## src/rtl/calc_pkg.sv

```systemverilog
// Shared types and defaults for the shift-add scaling unit.
package calc_pkg;

    localparam int unsigned CALC_WIDTH_DEF = 32;
    localparam int unsigned CALC_COEFF_DEF = 100;

    // Control FSM: one request per IDLE -> RUN -> DONE pass.
    typedef enum logic [1:0] {
        StIdle = 2'd0,
        StRun  = 2'd1,
        StDone = 2'd2
    } calc_state_e;

endpackage

```

## src/rtl/calc_shift_add.sv

```systemverilog
// Iterative shift-add multiplier datapath: one multiplier bit per step.
module calc_shift_add #(
    parameter int unsigned WIDTH = 32
) (
    input  logic               clk_i,
    input  logic               rst_ni,
    input  logic               load_i,
    input  logic               step_i,
    input  logic [WIDTH-1:0]   mcand_i,
    input  logic [WIDTH-1:0]   mult_i,
    output logic [2*WIDTH-1:0] product_next_o,
    output logic               last_o
);

    localparam int unsigned CntW = $clog2(WIDTH + 1);

    logic [2*WIDTH-1:0] acc_q, acc_d;
    logic [2*WIDTH-1:0] mcand_q, mcand_d;
    logic [WIDTH-1:0]   mult_q, mult_d;
    logic [CntW-1:0]    cnt_q, cnt_d;
    logic [2*WIDTH-1:0] acc_sum;

    // Partial sum including the current step; on the final step this is the full product.
    always_comb begin
        acc_sum = acc_q + (mult_q[0] ? mcand_q : '0);
    end

    // Next-state: load clears the accumulator, each step consumes one multiplier bit.
    always_comb begin
        acc_d   = acc_q;
        mcand_d = mcand_q;
        mult_d  = mult_q;
        cnt_d   = cnt_q;
        if (load_i) begin
            acc_d   = '0;
            mcand_d = {{WIDTH{1'b0}}, mcand_i};
            mult_d  = mult_i;
            cnt_d   = '0;
        end else if (step_i) begin
            acc_d   = acc_sum;
            mcand_d = mcand_q << 1;
            mult_d  = mult_q >> 1;
            cnt_d   = cnt_q + 1'b1;
        end
    end

    // Datapath registers with asynchronous clear.
    always_ff @(posedge clk_i or negedge rst_ni) begin
        if (!rst_ni) begin
            acc_q   <= '0;
            mcand_q <= '0;
            mult_q  <= '0;
            cnt_q   <= '0;
        end else begin
            acc_q   <= acc_d;
            mcand_q <= mcand_d;
            mult_q  <= mult_d;
            cnt_q   <= cnt_d;
        end
    end

    // Outputs: product as of the current step, and a flag marking the final step.
    always_comb begin
        product_next_o = acc_sum;
        last_o         = (cnt_q == CntW'(WIDTH - 1));
    end

endmodule

```

## src/rtl/calculate_scale.sv

```systemverilog
// Fixed-latency unsigned scaler: a*COEFF or a*b via a shift-add datapath.
module calculate_scale
    import calc_pkg::*;
#(
    parameter int unsigned WIDTH    = CALC_WIDTH_DEF,
    parameter int unsigned COEFF    = CALC_COEFF_DEF,
    parameter int unsigned SATURATE = 0
) (
    input  logic             ap_clk,
    input  logic             ap_rst_n,
    input  logic             ap_start,
    input  logic             op,
    input  logic [WIDTH-1:0] a,
    input  logic [WIDTH-1:0] b,
    output logic             ap_done,
    output logic             ap_idle,
    output logic             ap_ready,
    output logic [WIDTH-1:0] ap_return,
    output logic             ap_ovf
);

    calc_state_e        state_q, state_d;
    logic [WIDTH-1:0]   ret_q, ret_d;
    logic               ovf_q, ovf_d;
    logic               load;
    logic               step;
    logic               last;
    logic [WIDTH-1:0]   mult_sel;
    logic [2*WIDTH-1:0] product;
    logic               prod_ovf;

    calc_shift_add #(
        .WIDTH (WIDTH)
    ) u_shift_add (
        .clk_i          (ap_clk),
        .rst_ni         (ap_rst_n),
        .load_i         (load),
        .step_i         (step),
        .mcand_i        (a),
        .mult_i         (mult_sel),
        .product_next_o (product),
        .last_o         (last)
    );

    // Operand capture happens only on the IDLE -> RUN transition.
    always_comb begin
        load     = (state_q == StIdle) && ap_start;
        step     = (state_q == StRun);
        mult_sel = op ? b : WIDTH'(COEFF);
    end

    // FSM next-state: RUN lasts exactly WIDTH cycles, DONE lasts one.
    always_comb begin
        state_d = state_q;
        unique case (state_q)
            StIdle:  if (ap_start) state_d = StRun;
            StRun:   if (last) state_d = StDone;
            StDone:  state_d = StIdle;
            default: state_d = StIdle;
        endcase
    end

    // Result formatting, latched on the edge entering DONE.
    always_comb begin
        prod_ovf = |product[2*WIDTH-1:WIDTH];
        ret_d    = ret_q;
        ovf_d    = ovf_q;
        if (step && last) begin
            ovf_d = prod_ovf;
            if ((SATURATE != 0) && prod_ovf) begin
                ret_d = '1;
            end else begin
                ret_d = product[WIDTH-1:0];
            end
        end
    end

    // Control and result registers with asynchronous clear.
    always_ff @(posedge ap_clk or negedge ap_rst_n) begin
        if (!ap_rst_n) begin
            state_q <= StIdle;
            ret_q   <= '0;
            ovf_q   <= 1'b0;
        end else begin
            state_q <= state_d;
            ret_q   <= ret_d;
            ovf_q   <= ovf_d;
        end
    end

    // Handshake outputs decoded from state.
    always_comb begin
        ap_done   = (state_q == StDone);
        ap_ready  = (state_q == StDone);
        ap_idle   = (state_q == StIdle);
        ap_return = ret_q;
        ap_ovf    = ovf_q;
    end

endmodule

```

## config.mk

```make
export PLATFORM = sky130hd
export DESIGN_NAME = calculate_scale
export DESIGN_NICKNAME = d
export VERILOG_FILES = /design/src/rtl/calc_pkg.sv /design/src/rtl/calc_shift_add.sv /design/src/rtl/calculate_scale.sv
export SDC_FILE = /design/constraint.sdc
export NUM_CORES = 1
export LEC_CHECK = 0
export CORE_UTILIZATION = 59
export CTS_BUF_LIST = sky130_fd_sc_hd__clkbuf_16
export CTS_CLUSTER_DIAMETER = 30
export DETAILED_ROUTE_END_ITERATION = 12
export PLACE_DENSITY = 0.91
export REMOVE_ABC_BUFFERS = 1
export SYNTH_ARGS = -nofsm -noshare
export SYNTH_HDL_FRONTEND = slang
export SYNTH_SLANG_ARGS = --single-unit
```

## constraint.sdc

```tcl
create_clock -name ap_clk -period 5 [get_ports ap_clk]
set_input_delay 0.5 -clock ap_clk [delete_from_list [all_inputs] [get_ports ap_clk]]
set_output_delay 0.5 -clock ap_clk [all_outputs]
set_load 0.02 [all_outputs]
```

## Word-level counts from Yosys, hierarchy flattened

Cells that the tools add are included.

- Flip-flop bits (word level): 201
- Word-level logic and storage cells: 33
- Bits of input ports: 68
- Output and inout port bits: 36

- $add $sub $neg: 2
- Reductions and logical operators: 6
- Equality and inequality tests: 5
- Muxes and demuxes: 13

Operators by type and width:

| cell | number |
|---|---|
| two-way mux 64 bit | 5 |
| two-way mux 32 bit | 3 |
| adder 64 bit | 1 |
| OR reduction 32 bit | 1 |
| two-way mux 6 bit | 2 |
| adder 6 x 1 -> 6 bit, second input constant | 1 |
| equality test 6 x 5 -> 1 bit, second input constant | 1 |
| two-way mux 2 bit | 2 |
| one-hot mux 2 bit (2 select lines) | 1 |
| equality test 2 x 1 -> 1 bit, second input constant | 1 |
| equality test 2 bit, second input constant | 1 |
| logical AND 1 bit | 2 |
| logical NOT 2 bit | 1 |
| != test 2 x 1 -> 1 bit, second input constant | 1 |
| != test 2 bit, second input constant | 1 |
| AND reduction 2 bit | 1 |
| nonzero test 2 bit | 1 |

## Logic depth before layout (Yosys ltp)

- Word-level depth: 4
- Depth in mapped cells: 16
- Depth with buffers taken out: 14

## By module

A second synthesis with hierarchy kept.

- Cell total of the unflattened synthesis: 1534
- Area total of the unflattened synthesis: 13847.0 µm²

Modules (own cells, without submodules):

| module | area an instance (µm²) | seq. area each (µm²) | instances | cells an instance |
|---|---|---|---|---|
| calc_shift_add | 12102.9 | 4154.0 | 1 | 1408 |
| calculate_scale | 1744.2 | 875.8 | 1 | 126 |

## Least setup slack after synthesis

Ideal clock, no wire load.

- Kind: reg-to-reg
- Start point: reg u_shift_add.mult_q[0]
- End point: reg ovf_q (netlist: ap_ovf)
- Clock period less this slack: 3840 ps
- Setup slack: 1160 ps
- Setup time: 148 ps
- Cell stages (with the launch flop): 17
- Arrival: 3691 ps
- Required time: 4852 ps
- Cell sequence: dfrtp_1 -> clkbuf_1 -> clkbuf_1 -> and2_1 -> ha_1 -> fa_1 -> a21o_1 -> a221o_1 -> a211o_1 -> a211oi_2 -> o31a_1 -> a21oi_1 -> mux2_2 -> nor2_1 -> nand3_1 -> nor4_1 -> a32oi_1

- Word-level cells in the longest chain between the ends: 3

RTL lines:

| item | line | source |
|---|---|---|
| start: declaration | calc_shift_add.sv:19 | `logic [WIDTH-1:0] mult_q, mult_d;` |
| start signal: assignment | calc_shift_add.sv:57 | `mult_q <= mult_d;` |
| two-way mux 64 bit | calc_shift_add.sv:25 | `acc_sum = acc_q + (mult_q[0] ? mcand_q : '0);` |
| adder 64 bit | calc_shift_add.sv:25 |  |
| OR reduction 32 bit | calculate_scale.sv:65 | `prod_ovf = \|product[2*WIDTH-1:WIDTH];` |
| end signal: assignment | calculate_scale.sv:87 | `ovf_q <= ovf_d;` |
| end: declaration | calculate_scale.sv:24 | `logic ovf_q, ovf_d;` |

Every way passes these cells.
A chain may end at the register's enable or synchronous reset.

## Final worst setup path

Ends and elaborated chain as after synthesis.

==> impl_metrics.py <==
metrics = {
    "pwr": {
        "irDropWorstVdd_uv": 482,
        "p_per_area_nw_per_um2": 593,
        "power.total_mw": 8.87,
        "p_leak_nw": 6.74,
    },
    "place": {
        "io_buffers": 103,
        "dp_hpwl_mm": 24.9,
        "numPlacedInstances": 1805,
        "placed_cell_area_um2": 13600,
        "place_ws_ns": 0.533,
        "routabilityCongestion": 1.00,
    },
    "timing": {
        "tns_ns": 0,
        "max_freq_ghz": 0.215,
        "finalSetupViolations": 0,
        "fin_crit_ns": 4.65,
        "tightest_slew_ns": 1.05,
        "drv_slew": 0,
        "post-route-period-util_pct": 93.1,
        "skew_ns": 0.0186,
        "setup_slack_ns": 0.345,
        "hold_viol_final": 0,
        "hold_ws_ns": 0.181,
        "slew_headroom_pct": 30.0,
        "rsz0062_at_grt": "no",
    },
    "synthesis": {
        "ys_warn_count": 0,
        "ys.flop_type": "dfrtp_1",
        "synthDistinctLibCells": 59,
        "synth_edf_count": 0,
        "async_flop_share_pct": 100,
        "syn_area_um2": 12500,
        "synth_largest_area_cell": "dfrtp_1",
        "syn_avg_cell_area_um2": 8.22,
        "ys_seq_area_share_pct": 40.4,
        "synth-seq-cells": 201,
        "syn_inst": 1515,
        "yosys.area.top_type_share_pct": 40.4,
        "synth_area_leaders": "dfrtp_1, nand2_1, o21ai_0, ha_1, a21oi_1",
    },
    "critical_path": {
        "critPathMaxFanout": 60,
        "crit_type": "reg2reg",
        "regToRegStartpoint": "u_shift_add.mult_q[0]",
        "r2r_end": "ap_ovf",
        "r2r_slack_ns": 0.35,
        "cp-startpoint": "u_shift_add.mult_q[0]",
        "worstPathRequired_ns": 5.34,
        "endpoint_kind": "flop",
        "arrival_ns": 5.00,
        "endpoint": "ap_ovf",
        "r2r_cells": 14,
        "start_kind": "flop",
    },
    "clock_tree": {
        "post_cts_buffers": 0,
        "ctsResizeCount": 0,
        "htreeDepth": 2,
        "insertion_delay_ns": 0.51,
        "clockBufferDepth": 3,
        "cts_made_buffers": 42,
        "path_clk_slew_ns": 0.05,
        "clockRootBuffer": "clkbuf_16",
        "cts_tree": "built",
        "clock-sinks": 201,
        "cts_hold_buf": 0,
    },
    "final_layout": {
        "final_cell_area_um2": 15000,
        "n_fill_cell": 1540,
        "post-route-util_pct": 73.0,
        "antenna_cells": 0,
        "drive_above_1_share_pct": 6.10,
        "areaGrowthSynthToFinish_pct": 20.1,
        "num-nets-final": 1712,
        "layout.cells.non_filler": 1877,
    },
    "detailed_routing": {
        "antenna_left": 0,
        "wl_per_cell_um": 19.7,
        "drt_iter0_markers": 945,
        "via_count": 11858,
        "first_pass_iters": 6,
        "viasPerCell": 6.32,
        "routed_wl_mm": 36.9,
        "drc_errors": 0,
    },
    "flow_run": {
        "maxCapViolations": 0,
    },
    "grt": {
        "grt_pass1_vias": 11735,
        "antenna_found_initial": 0,
        "grt_pass1_wl_mm": 60.5,
        "grt_max_degree": 133,
        "grt_overflow": 0,
        "track_usage_pct": 34.7,
    },
    "floorplan": {
        "core_um2": 20500,
        "start_util_pct": 60.8,
        "die-area_um2": 21700,
        "fp-row-count": 52,
        "fp.dieW_um": 147,
        "io_pins": 104,
        "die_y_um": 147,
    },
    "run_status": {
        "outcome": "finished clean",
    },
    "worst_hold_path": {
        "min-delay-path-class": "in2async",
    },
}
-- sequential cells by signal, indices dropped and copies added, names as in the netlist --
name                 count
u_shift_add.acc_q       64
u_shift_add.mcand_q     64
ap_return               32
u_shift_add.mult_q      32
u_shift_add.cnt_q        6
state_q                  2
ap_ovf                   1
-- how the worst min path moves through the flow --
stage                                       from                      to  depth (start not counted)
after floorplan                         ap_rst_n                  ap_ovf                          0
after global placement    u_shift_add.mult_q[15]  u_shift_add.mult_q[14]                          2
after detailed placement  u_shift_add.mult_q[30]  u_shift_add.mult_q[29]                          2
after CTS                               ap_rst_n    u_shift_add.acc_q[2]                          1
after global routing                    ap_rst_n  u_shift_add.mcand_q[4]                          1
final                                   ap_rst_n            ap_return[2]                          1
-- power by group --
group / leakage, nW / total (mW) / internal [mW] / switching [mW]
clock network: 0.671 / 2.71 / 1.81 / 0.896
logic: 3.57 / 3.63 / 1.27 / 2.35
registers: 2.49 / 2.54 / 2.16 / 0.382
-- synthesized netlist by cell type, types with 5 or more instances --
cell type / n
or2_2: 5
or3_1: 7
o21ai_0: 173
ha_1: 64
nor3_1: 15
nand3_1: 69
nand2_1: 336
o21bai_1: 15
o211ai_1: 10
nand2b_1: 8
a21o_1: 19
xor2_1: 28
a22oi_1: 61
clkbuf_1: 82
inv_1: 23
a221o_1: 7
dfrtp_1: 201
a21oi_1: 95
nor4_1: 6
a221oi_1: 6
a31oi_1: 8
nand4_1: 30
buf_1: 10
and3_1: 8
o21a_1: 8
nor2b_1: 7
nor2_1: 54
a211oi_1: 8
and2_1: 67
xnor2_1: 29
o31ai_1: 7
a22o_1: 9
-- per-layer routing --
layer	part of all wire [%]	GRT usage, %
met4	2.3	11.2
met5	0	0
met2	46	55.4
met1	43	48.5
met3	8.1	5.47
-- placed cells by master (no fill, tap or decap), drive strengths merged, types with 44 or more instances in the layout --
cell type      instances
nand2                336
and2                  67
a22oi                 61
o21ai                175
ha                    64
nand3                 69
clkdlybuf4s50        102
clkbuf                44
a21oi                 95
nor2                  54
dfrtp                201
-- area by class of cell --
cell class | count | area, um^2 | area share, %
well taps | 270 | 338 | 2.26
clock buffers | 43 | 1080 | 7.19
repair buffers | 113 | 1120 | 7.50
clock inverters | 29 | 293 | 1.96
multi-input cells | 1197 | 7010 | 46.9
inverters | 24 | 90.1 | 0.602
flip-flops and latches | 201 | 5030 | 33.6
-- kinds of logic after synthesis --
family | share of synthesized area (%)
buffers and inverters | 3.56
XOR/XNOR | 4.01
flip-flops | 40.4
AO/OA/AOI/OAI | 22.3
multiplexers | 0.342
adder cells (fa/ha/maj) | 6.59
AND/OR/NAND/NOR | 22.8
-- critical path, stage by stage (launching register included) --
cell and delay [ns]:
dfrtp_1 0.44, buf_12 0.22, and2_1 0.17, ha_1 0.33
a21oi_1 0.33, o21ai_0 0.20, a211oi_1 0.40, o211ai_1 0.34
a21oi_1 0.57, o21ai_0 0.23, xor2_1 0.21, nor4_1 0.52
nand4b_1 0.16, nor4_1 0.22, a32oi_1 0.14
No activity file was read; power rests on OpenSTA's default activity.
